## config.mk

```make
export PLATFORM = sky130hd
export DESIGN_NAME = pc_redirect_sequencer
export DESIGN_NICKNAME = d
export VERILOG_FILES = /design/src/rtl/pc_redirect_sequencer.sv
export SDC_FILE = /design/constraint.sdc
export NUM_CORES = 1
export LEC_CHECK = 0
export CAP_MARGIN = 20
export CORE_ASPECT_RATIO = 0.7
export CORE_UTILIZATION = 42
export DETAILED_ROUTE_END_ITERATION = 10
export PLACE_DENSITY = 0.84
export SLEW_MARGIN = 20
export SYNTH_ARGS = -nofsm -noshare
export SYNTH_HDL_FRONTEND = slang
export SYNTH_SLANG_ARGS = --single-unit
```

## constraint.sdc

```tcl
create_clock -name Clk -period 3.2 [get_ports Clk]
set_clock_uncertainty 0.15 [all_clocks]
set_input_delay 0.96 -clock Clk [delete_from_list [all_inputs] [get_ports Clk]]
set_output_delay 0.96 -clock Clk [all_outputs]
set_load 0.01 [all_outputs]
```

## src/rtl/pc_redirect_sequencer.sv

```systemverilog
// Sequences an EX-stage branch/jump redirect into the fetch front end and flushes the wrong-path instructions.
// Optional REDIRECT_STATS_EN adds saturating counters for accepted and dropped redirect requests.
module pc_redirect_sequencer #(
  parameter int unsigned FLUSH_CYCLES = 1,
  parameter int unsigned CNT_W        = 3
) (
  input  logic        Clk,
  input  logic        Reset,
  input  logic        BranchValid,
  input  logic        PCSrc,
  input  logic [31:0] PCNew,
  input  logic        FrontStall,
  output logic        PCLoad,
  output logic [31:0] PCTarget,
  output logic        FlushIFID,
  output logic        FlushIDEX,
  output logic        Busy,
  output logic        AlignErr,
  output logic [15:0] RedirectCount,
  output logic [15:0] DropCount
);

  typedef enum logic [1:0] {
    S_IDLE  = 2'd0,
    S_ISSUE = 2'd1,
    S_FLUSH = 2'd2
  } state_e;

  localparam logic [CNT_W-1:0] FLUSH_INIT = CNT_W'(FLUSH_CYCLES);
  localparam logic [CNT_W-1:0] CNT_ONE    = CNT_W'(1);

  state_e           state_q, state_d;
  logic [31:0]      target_q, target_d;
  logic [CNT_W-1:0] cnt_q, cnt_d;
  logic             align_q, align_d;
  logic             req;
  logic             accept;

  assign req = BranchValid & PCSrc;

  always_ff @(posedge Clk or negedge Reset) begin
    if (!Reset) begin
      state_q  <= S_IDLE;
      target_q <= 32'h0000_0000;
      cnt_q    <= '0;
      align_q  <= 1'b0;
    end else begin
      state_q  <= state_d;
      target_q <= target_d;
      cnt_q    <= cnt_d;
      align_q  <= align_d;
    end
  end

  // AlignErr is only ever set on the IDLE->ISSUE edge, so it falls after one cycle.
  always_comb begin
    state_d   = state_q;
    target_d  = target_q;
    cnt_d     = cnt_q;
    align_d   = 1'b0;
    accept    = 1'b0;
    PCLoad    = 1'b0;
    PCTarget  = 32'h0000_0000;
    FlushIFID = 1'b0;
    FlushIDEX = 1'b0;
    Busy      = 1'b0;
    case (state_q)
      S_IDLE: begin
        if (req) begin
          accept   = 1'b1;
          target_d = {PCNew[31:2], 2'b00};
          align_d  = |PCNew[1:0];
          state_d  = S_ISSUE;
        end
      end
      S_ISSUE: begin
        Busy      = 1'b1;
        PCTarget  = target_q;
        FlushIFID = 1'b1;
        FlushIDEX = 1'b1;
        PCLoad    = ~FrontStall;
        if (!FrontStall) begin
          if (FLUSH_CYCLES == 0) begin
            state_d = S_IDLE;
          end else begin
            cnt_d   = FLUSH_INIT;
            state_d = S_FLUSH;
          end
        end
      end
      S_FLUSH: begin
        Busy      = 1'b1;
        FlushIFID = 1'b1;
        cnt_d     = cnt_q - CNT_ONE;
        // Treat a zero count as the last cycle too so a corrupted count cannot stick here.
        if (cnt_q <= CNT_ONE) begin
          cnt_d   = '0;
          state_d = S_IDLE;
        end
      end
      default: begin
        state_d = S_IDLE;
      end
    endcase
  end

  assign AlignErr = align_q;

`ifdef REDIRECT_STATS_EN
  logic [15:0] redir_cnt_q, redir_cnt_d;
  logic [15:0] drop_cnt_q, drop_cnt_d;
  logic        drop;

  // Any request seen outside IDLE belongs to a wrong-path instruction.
  assign drop = req & (state_q != S_IDLE);

  always_comb begin
    redir_cnt_d = redir_cnt_q;
    drop_cnt_d  = drop_cnt_q;
    if (accept && (redir_cnt_q != 16'hFFFF)) begin
      redir_cnt_d = redir_cnt_q + 16'd1;
    end
    if (drop && (drop_cnt_q != 16'hFFFF)) begin
      drop_cnt_d = drop_cnt_q + 16'd1;
    end
  end

  always_ff @(posedge Clk or negedge Reset) begin
    if (!Reset) begin
      redir_cnt_q <= 16'h0000;
      drop_cnt_q  <= 16'h0000;
    end else begin
      redir_cnt_q <= redir_cnt_d;
      drop_cnt_q  <= drop_cnt_d;
    end
  end

  assign RedirectCount = redir_cnt_q;
  assign DropCount     = drop_cnt_q;
`else
  logic unused_accept;
  assign unused_accept = accept;
  assign RedirectCount = 16'h0000;
  assign DropCount     = 16'h0000;
`endif

endmodule

```

==> qor.yml <==
run_status:
  status: "complete, but fails checks"
  violations: "design-rule violations"
detailed_routing:
  via_count: 1318
  routed_wirelength_um: 3522
  wl_per_cell_um: 11.66
  drc: 18
  drt_first_pass_iters: 9
  vias_per_cell: 4.364
  ant_nets: 0
  first_iter_violations: 51
synthesis:
  synthArstFlopShare_pct: 100.0
  synth.area.top_cells: "dfrtp_1 (46%), mux2_1 (18%), buf_4 (13%)"
  yosysMostFrequentCell: "dfrtp_1"
  avgSynthCellArea_um2: 11.49
  yosys.area.top_type: "dfrtp_1"
  syn_inst: 172
  ys.flop_type: "dfrtp_1"
  synthDistinctLibCells: 21
  ys_ff_latch: 36
  synthTopCellsByCount: "dfrtp_1 (36), buf_4 (35), mux2_1 (32)"
  syn_area_um2: 1977
  synth.top_cell.area_share_pct: 45.57
  ys_warn_count: 0
  synth_edf_count: 0
  ys_seq_area_share_pct: 45.57
global_route:
  busiest_layer: "met2"
  grt_pass1_vias: 1364
  met3_usage_pct: 6.825
  gr-usage-all-layers_pct: 15.03
  antenna_found_initial: 0
  grt_max_degree: 37
  grt_use_met1_pct: 16.01
  grt_overflow: 0
  met2_usage_pct: 27.17
  grt_pass1_wl_um: 5782
power_and_ir_drop:
  power.total_mw: 2.180
  p_sw_mw: 0.6852
  irDropWorstVdd_mv: 0.3779
  power.leakage_nw: 1.225
  p_comb_share_pct: 49.6
  switching_share_pct: 31.43
  internal_power_mw: 1.495
  p_per_area_nw_per_um2: 800.8
  p_seq_share_pct: 35.0
  p_clk_share_pct: 15.4
clock_network:
  tritoncts: "yes"
  cts_sinks: 36
  cts_setup_buffers: 0
  htreeDepth: 2
  cts_buffer_depth: 2
  clock_latency_ns: 0.27
  cts-root-buf: "clkbuf_8"
  cts_hold_buffers: 0
  clk_pin_slew_ns: 0.07
  cts_inserted_buffers: 5
placed_design:
  place_inst: 295
  dp_slack_ns: 0.04977
  io_buffer_count: 71
  globalplace.congestion: 0.7807
  dp_hpwl_um: 2723
  postPlaceCellArea_um2: 2624
timing:
  slew_viol_final: 0
  finalSetupViolCount: 0
  hold_viol: 0
  slew_headroom_pct: 47.62
  worstMarginPinSlew_ns: 0.7857
  setup_ws_ns: 0.2502
  whs_ns: 0.3322
  rsz0062_at_grt: "false"
  period_share_pct: 92.18
  clock.fmax_mhz: 339.0
  finalCriticalPeriod_ns: 2.950
  tns_ns: 0
layout:
  diodes: 0
  multi_input_area_um2: 895.9
  utilization_pct: 61.47
  drive_gt1_share_pct: 6.883
  area_growth_pct: 37.72
  regArea_um2: 900.9
  layout.nets: 290
  n_fill_cell: 382
  fin_cells: 302
  design_area_um2: 2723
floorplan:
  die_w_um: 84
  rows: 20
  pin_count: 106
  dieArea_um2: 4990
  die-height_um: 59.40
  start_util_pct: 44.63
  core_um2: 4429
setup_path:
  path_class: "flip-flop to output port"
  worstSetupStartpointType: "flip-flop"
  critPathMaxStageDelay_ns: 0.53
  cp_data_required_time_ns: 2.09
  worstPathCellList: "inv_1 > ha_1 > buf_4 > and2_1 > clkdlybuf4s50_1"
  slowest_stage: "clkdlybuf4s50_1"
  cp.arrival_ns: 1.84
  endpoint_kind: "output port"
  cp_max_fo: 22
job:
  cap_violations: 0
hold_path:
  hold_path_class: "flip-flop to flip-flop"
-- area by class of cell --
| class | count | share of cell area (%) |
|---|---|---|
| clock buffer | 7 | 3.539 |
| inverter | 4 | 0.5515 |
| multi-input combinational | 124 | 32.90 |
| sequential | 36 | 33.09 |
| tap | 55 | 2.528 |
| timing repair buffer | 76 | 27.39 |
-- sequential cells by signal (all words and copies together), names as in the netlist --
signal	cells
cnt_q	3
target_q	30
AlignErr	1
state_q	2
-- per-layer routing --
layer  share of wire [%]  up-vias  wire, um
met5                   0        -         0
met1                  42      616      1479
met3                  10        2       355
li1                    -      640         -
met2                  47       60      1671
met4                0.48        0        17
-- cells by family after synthesis --
group           Yosys count  share of synthesized area, %
buf+inv                  45                         15.38
simple gates             43                         13.23
flops                    36                         45.57
mux                      32                         18.23
compound gates            9                         3.607
fa+ha+maj                 6                         3.797
other cells               1                        0.1897
-- critical path: cells and delay by family (launching register included) --
family | cells | cell delay, ns
adders and majority gates | 1 | 0.17
buffers and inverters | 3 | 0.85
DFF | 1 | 0.39
and+or+nand+nor | 1 | 0.15
-- power by group through the flow --
stage                     sequential (mW)  clock [mW]  combinational [mW]
after floorplan                     0.741           0               0.636
after global placement              0.759           0                1.07
after detailed placement            0.774           0                1.09
after CTS                           0.766       0.353                1.10
after global routing                0.790       0.370                1.18
final                               0.763       0.336                1.08
-- path summary, 6_finish.rpt --
path | start | slack (ns) | to | depth (start not counted)
worst max-delay path | state_q[1]$_DFFE_PN0P_ | 0.25 | PCTarget[16] | 5
worst min-delay path | target_q[14]$_DFFE_PN0P_ | 0.33 | target_q[14]$_DFFE_PN0P_ | 1
worst max register to register | state_q[1]$_DFFE_PN0P_ | 1.34 | state_q[1]$_DFFE_PN0P_ | 6
worst min register to register | target_q[14]$_DFFE_PN0P_ | 0.33 | target_q[14]$_DFFE_PN0P_ | 1
max in group asynchronous | Reset | 1.79 | target_q[16]$_DFFE_PN0P_ | 1
min in group asynchronous | Reset | 0.61 | AlignErr$_DFF_PN0_ | 1
-- repair_timing --
action / 4_1_cts / 5_1_grt
endpoints found under the setup margin: 0 / 1
hold endpoints to repair: 0 / 0
resized for setup: 0 / 1
-- cell usage in the layout (no fill, tap or decap), drive strengths merged, types with 2 or more instances in the layout --
| cell | n |
|---|---|
| dfrtp | 36 |
| o31ai | 2 |
| nor2b | 3 |
| inv | 4 |
| ha | 6 |
| nand3 | 2 |
| mux2 | 32 |
| a21boi | 2 |
| nor2 | 3 |
| and2 | 31 |
| clkbuf | 7 |
| buf | 6 |
| nand2 | 2 |
| o21ai | 2 |
| clkdlybuf4s50 | 69 |
| conb | 34 |
Note: power is estimated with default switching activity, not from simulation.
